`src/rtl/led_div_writer.sv`:
```
// Divider write-side driver for the LED counter: sweeps div_o between DIV_MIN and DIV_MAX
// (ramp or triangle) at a programmable interval, with host overrides taking priority.
module led_div_writer #(
  parameter int unsigned      DIV_W   = 12,
  parameter logic [DIV_W-1:0] DIV_MIN = DIV_W'(1),
  parameter logic [DIV_W-1:0] DIV_MAX = DIV_W'(4095),
  parameter int unsigned      STEP    = 1,
  parameter int unsigned      HOLD_W  = 24
) (
  input  logic              clk100,
  input  logic              rst_n,
  input  logic              en_i,
  input  logic              mode_i,
  input  logic [HOLD_W-1:0] hold_i,
  input  logic [DIV_W-1:0]  host_div_i,
  input  logic              host_wr_i,
  output logic [DIV_W-1:0]  div_o,
  output logic              wren_o,
  output logic              dir_o,
  output logic              run_o
);

  localparam logic [0:0] StIdle = 1'b0;
  localparam logic [0:0] StRun  = 1'b1;

  localparam logic [DIV_W:0]   StepX       = (DIV_W+1)'(STEP);
  localparam logic [DIV_W-1:0] StepN       = DIV_W'(STEP);
  localparam logic [DIV_W:0]   MinX        = {1'b0, DIV_MIN};
  localparam logic [DIV_W:0]   MaxX        = {1'b0, DIV_MAX};
  localparam logic [DIV_W:0]   MinPlusStep = MinX + StepX;

  logic [0:0]        state_q, state_d;
  logic [HOLD_W-1:0] cnt_q, cnt_d;
  logic [DIV_W-1:0]  div_q, div_d;
  logic              wren_q, wren_d;
  logic              dir_q, dir_d;

  logic [HOLD_W-1:0] hold_eff;
  logic              running;
  logic              fire;
  logic [DIV_W:0]    up;
  logic [DIV_W-1:0]  dn;
  logic [DIV_W-1:0]  step_div;
  logic              step_dir;
  logic [DIV_W-1:0]  host_clamped;

  // Step arithmetic: candidate next value and direction for the current mode.
  always_comb begin
    hold_eff = (hold_i == '0) ? HOLD_W'(1) : hold_i;
    running  = (state_q == StRun) && en_i;
    fire     = running && (cnt_q >= hold_eff - HOLD_W'(1));
    up       = {1'b0, div_q} + StepX;
    dn       = div_q - StepN;
    step_div = up[DIV_W-1:0];
    step_dir = 1'b0;
    if (!mode_i) begin
      step_dir = 1'b0;
      step_div = (up > MaxX) ? DIV_MIN : up[DIV_W-1:0];
    end else if (!dir_q) begin
      if (up > MaxX) begin
        step_dir = 1'b1;
        step_div = dn;
      end else begin
        step_dir = 1'b0;
        step_div = up[DIV_W-1:0];
      end
    end else begin
      if ({1'b0, div_q} < MinPlusStep) begin
        step_dir = 1'b0;
        step_div = up[DIV_W-1:0];
      end else begin
        step_dir = 1'b1;
        step_div = dn;
      end
    end
  end

  always_comb begin
    if (host_div_i < DIV_MIN) begin
      host_clamped = DIV_MIN;
    end else if (host_div_i > DIV_MAX) begin
      host_clamped = DIV_MAX;
    end else begin
      host_clamped = host_div_i;
    end
  end

  always_comb begin
    state_d = state_q;
    case (state_q)
      StIdle:  if (en_i)  state_d = StRun;
      StRun:   if (!en_i) state_d = StIdle;
      default: state_d = StIdle;
    endcase

    cnt_d = '0;
    if (running && !fire) begin
      cnt_d = cnt_q + HOLD_W'(1);
    end

    div_d  = div_q;
    dir_d  = dir_q;
    wren_d = 1'b0;
    // A host write swallows a coincident step so only one strobe is issued.
    if (host_wr_i) begin
      div_d  = host_clamped;
      wren_d = 1'b1;
      cnt_d  = '0;
    end else if (fire) begin
      div_d  = step_div;
      dir_d  = step_dir;
      wren_d = 1'b1;
    end
  end

  always_ff @(posedge clk100 or negedge rst_n) begin
    if (!rst_n) begin
      state_q <= StIdle;
      cnt_q   <= '0;
      div_q   <= DIV_MIN;
      wren_q  <= 1'b0;
      dir_q   <= 1'b0;
    end else begin
      state_q <= state_d;
      cnt_q   <= cnt_d;
      div_q   <= div_d;
      wren_q  <= wren_d;
      dir_q   <= dir_d;
    end
  end

  assign div_o  = div_q;
  assign wren_o = wren_q;
  assign dir_o  = dir_q;
  assign run_o  = (state_q == StRun);

endmodule
```
`config.mk`:
```
export PLATFORM = sky130hd
export DESIGN_NAME = led_div_writer
export DESIGN_NICKNAME = d
export VERILOG_FILES = /design/src/rtl/led_div_writer.sv
export SDC_FILE = /design/constraint.sdc
export NUM_CORES = 1
export LEC_CHECK = 0
export BUFFER_PORTS_ARGS = -buffer_cell sky130_fd_sc_hd__buf_2
export CORE_ASPECT_RATIO = 0.75
export CORE_UTILIZATION = 37
export DETAILED_ROUTE_END_ITERATION = 8
export REMOVE_ABC_BUFFERS = 1
export SLEW_MARGIN = 20
export SYNTH_ARGS = -nofsm -noshare
export SYNTH_HDL_FRONTEND = slang
export SYNTH_SLANG_ARGS = --single-unit
```
`constraint.sdc`:
```
create_clock -name clk100 -period 4.01 [get_ports clk100]
set_input_delay 1.0025 -clock clk100 [delete_from_list [all_inputs] [get_ports clk100]]
set_output_delay 1.0025 -clock clk100 [all_outputs]
set_load 0.01 [all_outputs]
```
* Word level (Yosys, flattened, before mapping)
Cells that the tools add are included.
** Word-level totals
- Register bits :: 39
- Input bits :: 41
- Word-level logic and storage cells :: 41
** Operators by class
- Add/sub/neg operators :: 4
- $lt $le $gt $ge :: 5
- Multiplexer cells :: 19
- Bitwise logic cells :: 1
- Reduce and logical (&&, ||, !) cells :: 7
** Operator list (number)
- two-way mux 12 bit :: 9
- two-way mux 24 bit :: 3
- adder 24 x 1 -> 24 bit, second input constant :: 1
- greater-or-equal comparator 24 bit :: 1
- logical NOT 24 bit :: 1
- subtractor 24 x 1 -> 24 bit, second input constant :: 1
- adder 12 x 1 -> 13 bit, second input constant :: 1
- > comparator 13 x 12 -> 1 bit, second input constant :: 1
- > comparator 12 bit, second input constant :: 1
- < comparator 12 x 1 -> 1 bit, second input constant :: 1
- < comparator 12 x 2 -> 1 bit, second input constant :: 1
- subtractor 12 x 1 -> 12 bit, second input constant :: 1
- two-way mux 1 bit :: 7
- logical AND 1 bit :: 3
- AND reduction 2 bit :: 1
- nonzero test 2 bit :: 1
- logical NOT 1 bit :: 1
- NOT 1 bit :: 1

* Logic depth before layout (Yosys ltp)
- Depth after elaboration :: 9
- Gate-level depth with buffers :: 24
- Mapped depth without buffers :: 24

* Worst setup path after synthesis
OpenSTA, ideal clock, no wires.
- Kind :: input-to-reg
- From :: input port hold_i[10]
- To :: register div_q[9] (netlist: div_o[9])
- Arrival :: 4806 ps
- Required time :: 3889 ps
- Path slack :: -917 ps
- Stages :: 23
- Cell sequence :: nor3_1 > nand2b_1 > nor3_1 > and4_1 > nand2_1 > o21bai_1 > inv_1 > ha_1 > nand2_1 > nor2_1 > and2_1 > nand2_1 > nor3_1 > xnor2_1 > ha_1 > a21o_1 > a211oi_1 > o221ai_1 > a2111o_1 > nand2_1 > clkbuf_1 > a31oi_1 > o22a_1
** Between the ends
- Longest elaborated chain between the ends :: 6
** Ends and longest elaborated chain
- start, declared :: line 14 : input logic [HOLD_W-1:0] hold_i,
- logical NOT 24 bit :: line 49 : hold_eff = (hold_i == '0) ? HOLD_W'(1) : hold_i;
- two-way mux 24 bit * :: line 49
- subtractor 24 x 1 -> 24 bit * :: line 51 : fire = running && (cnt_q >= hold_eff - HOLD_W'(1));
- greater-or-equal comparator 24 bit * :: line 51
- logical AND 1 bit * :: line 51
- nonzero test 2 bit (no source line) *
- end signal, assigned :: line 126 : div_q <= div_d;
- end, declared :: line 34 : logic [DIV_W-1:0] div_q, div_d;
Every way passes the cells marked *; elsewhere a longest branch is shown, timed or not.
A chain may end at the register's enable or synchronous reset.

* Worst setup path in the final report
- From :: input port hold_i[11]
- To :: register div_q[9] (netlist: div_o[9])
Same word-level chain as after synthesis.

==> results.sh <==
export IMPL_synth_cells=421
export IMPL_clockRootBuffer="clkbuf_16"
export IMPL_wl_per_cell_um=15.44
export IMPL_synth_seq_area_share_pct=28.02
export IMPL_crit_fanout=3
export IMPL_setup_ws_ns=-0.5470
export IMPL_htree_levels=2
export IMPL_powerDensity_mw_per_mm2=250.3
export IMPL_synthFlopType="dfrtp_1"
export IMPL_num_rows=30
export IMPL_design_area_mm2=0.004990
export IMPL_clock_sinks=39
export IMPL_holdBufCountCts=0
export IMPL_finalHoldViolations=0
export IMPL_place_detailed_hpwl_um=7544
export IMPL_mostFrequentLayoutCells="buf_4 (76), buf_2 (53), dfrtp_1 (38)"
export IMPL_outcome="finished, violations left"
export IMPL_violations="negative setup slack"
export IMPL_clk_pin_slew_ns=0.06
export IMPL_finClkSkew_ns=0.007480
export IMPL_synth_edff_count=0
export IMPL_fmax_ghz=0.2194
export IMPL_synth_area_per_cell_um2=8.283
export IMPL_initial_core_util_pct=38.39
export IMPL_cts_buffers=5
export IMPL_fin_crit_ns=4.557
export IMPL_cts_tree="yes"
export IMPL_cp_end_kind="flip-flop"
export IMPL_synthToLayoutAreaGrowth_pct=43.09
export IMPL_fp_dieH_um=86.08
export IMPL_max_vdd_ir_drop_uv=171.5
export IMPL_dieWidth_um=114.1
export IMPL_final_core_util_pct=54.93
export IMPL_ys_ff_latch=39
export IMPL_placed_area_mm2=0.004269
export IMPL_crit_start="hold_i[11]"
export IMPL_finalCritPeriodShare_pct=113.6
export IMPL_first_pass_iters=5
export IMPL_antenna_found_initial=0
export IMPL_max_cap_viol_count=0
export IMPL_crit_required_ns=4.18
export IMPL_reg2reg_from="div_o[0]"
export IMPL_start_kind="primary input"
export IMPL_tightest_slew_ns=0.9101
export IMPL_routed_via_density=5.448
export IMPL_p_total_mw=1.249
export IMPL_setup_viol=38
export IMPL_vias=3710
export IMPL_grt_total_usage_pct=21.94
export IMPL_report_final_slew_viol_count=0
export IMPL_async_flop_share_pct=100.0
export IMPL_core_mm2=0.009084
export IMPL_yosysTopAreaCell="dfrtp_1"
export IMPL_crit_type="primary input to flip-flop"
export IMPL_ant_nets=0
export IMPL_arrival_ns=4.72
export IMPL_netlist_area_mm2=0.003487
export IMPL_yosysWarnings=0
export IMPL_drtIter0Drc=283
export IMPL_grt_pass1_wl_um=17060
export IMPL_rsz0062_at_grt="true"
export IMPL_power_leakage_nw=2.239
export IMPL_nets=622
export IMPL_overflow=0
export IMPL_layout_commonest_cell="buf_4"
export IMPL_gpl_final_weighted_congestion=0.9182
export IMPL_synth_area_top_cells="dfrtp_1 (27%), ha_1 (10%), xnor2_1 (7.8%), nor2_1 (5.7%), xor2_1 (4.5%)"
export IMPL_synth_largest_type_area_fraction_pct=27.27
export IMPL_antennaDiodeCount=0
export IMPL_worstHoldStart="cnt_q[0]"
export IMPL_drc=0
export IMPL_port_buffers=55
export IMPL_clock_latency_ns=0.28
export IMPL_min_path_type="flip-flop to flip-flop"
export IMPL_layout_drive_gt1_share_pct=37.25
export IMPL_io_pins=56
export IMPL_clk_path_buf_depth=2
export IMPL_fp_dieArea_mm2=0.009821
export IMPL_synth_cell_types=62
export IMPL_grt_pass1_vias=3476
export IMPL_maxSlewHeadroom_pct=39.33
export IMPL_grt_max_degree=40
export IMPL_drt_wl_total_um=10520
==> Yosys cell counts (all sizes together) (6+ instances only) <==
master  instances
a21o           10
a21oi          16
buf             6
clkbuf         10
dfrtp          38
ha             29
inv            16
nand2          32
nand2b          6
nand3          14
nand4          10
nor2           53
nor3           20
nor4           12
o21ai          15
xnor2          31
xor2           18
==> worst paths after layout <==
path                       cells after the start  slack, ns   endpoint
max                                           24      -0.55   div_o[9]
min                                            1       0.55   cnt_q[0]
min reg2reg                                    1       0.55   cnt_q[0]
min in group asynchronous                      1       0.85  cnt_q[13]
max in group asynchronous                      1       2.58  cnt_q[21]
max reg2reg                                    9       0.57   div_o[9]
==> metal layers <==
metal	track usage (%)	part of all wire (%)	vias to the layer above
met5	0	0	-
met2	32.84	44	104
met3	4.664	5.9	14
met1	32.36	49	1774
li1	-	-	1818
met4	4.368	1.1	0
==> through the flow <==
step / setup slack [ns] / hold WS, ns / cells / TNS (ns)
5_1_grt: -0.7816 / 0.5863 / 681 / -25.00
4_1_cts: -0.5240 / 0.5340 / 677 / -13.84
2_1_floorplan: -1.154 / 0.4671 / 405 / -38.22
3_5_place_dp: -1.101 / 0.5321 / 644 / -31.11
3_3_place_gp: -0.8708 / 0.5205 / 644 / -25.01
6_report: -0.5470 / 0.5493 / 681 / -16.17
==> power by group <==
part	internal (mW)	total, mW	switching, mW
Sequential	0.416	0.474	0.0582
Combinational	0.176	0.376	0.200
Clock	0.247	0.399	0.152
Total	0.839	1.25	0.410
==> critical path: stages <==
cell and delay (ns):
buf_6 0.10, nor3_4 0.20, nand2b_1 0.11, nor3_2 0.15
and4_1 0.25, nand2_1 0.09, o21bai_1 0.18, inv_1 0.10
ha_4 0.18, nand2_4 0.06, nor2_2 0.04, and2_4 0.14
buf_4 0.15, xnor2_2 0.13, ha_1 0.29, nand4_1 0.14
nor4_2 0.08, a211oi_2 0.20, o221ai_2 0.14, a2111o_1 0.48
nand2_2 0.15, buf_6 0.12, a31oi_1 0.04, o22a_1 0.21
==> what timing repair did <==
item,in CTS,in global routing
pin swaps,29,22
gates resized for setup,55,37
setup endpoints to repair,38,38
hold endpoints to repair,0,0
buffers inserted,24,5
gates cloned,1,0
==> registers in the layout, summed over array words and instances, names as in the netlist <==
signal / count
div_o: 12
dir_o: 1
run_o: 1
wren_o: 1
cnt_q: 24
==> cell families (layout without fill, tap and decap cells) <==
family / Yosys count / in the layout / share of synthesized area (%)
and+or+nand+nor: 178 / 178 / 25.62
AOI/OAI and AO/OA: 92 / 92 / 19.20
xor gates and xnor gates: 49 / 49 / 12.31
DFF: 39 / 39 / 28.02
buffers and inverters: 32 / 164 / 3.839
adders and majority gates: 29 / 29 / 10.41
muxes: 2 / 2 / 0.6100
==> final cells by class <==
cell class	instances	area [µm²]
Clock buffer	7	142.6
Inverter	16	62.56
Tap cell	128	160.2
Multi-Input combinational cell	350	2670
Timing Repair Buffer	140	972.2
Clock inverter	1	5.005
Sequential cell	39	977.2
Fill cell	838	4094
No activity file was read; power rests on OpenSTA's default activity.
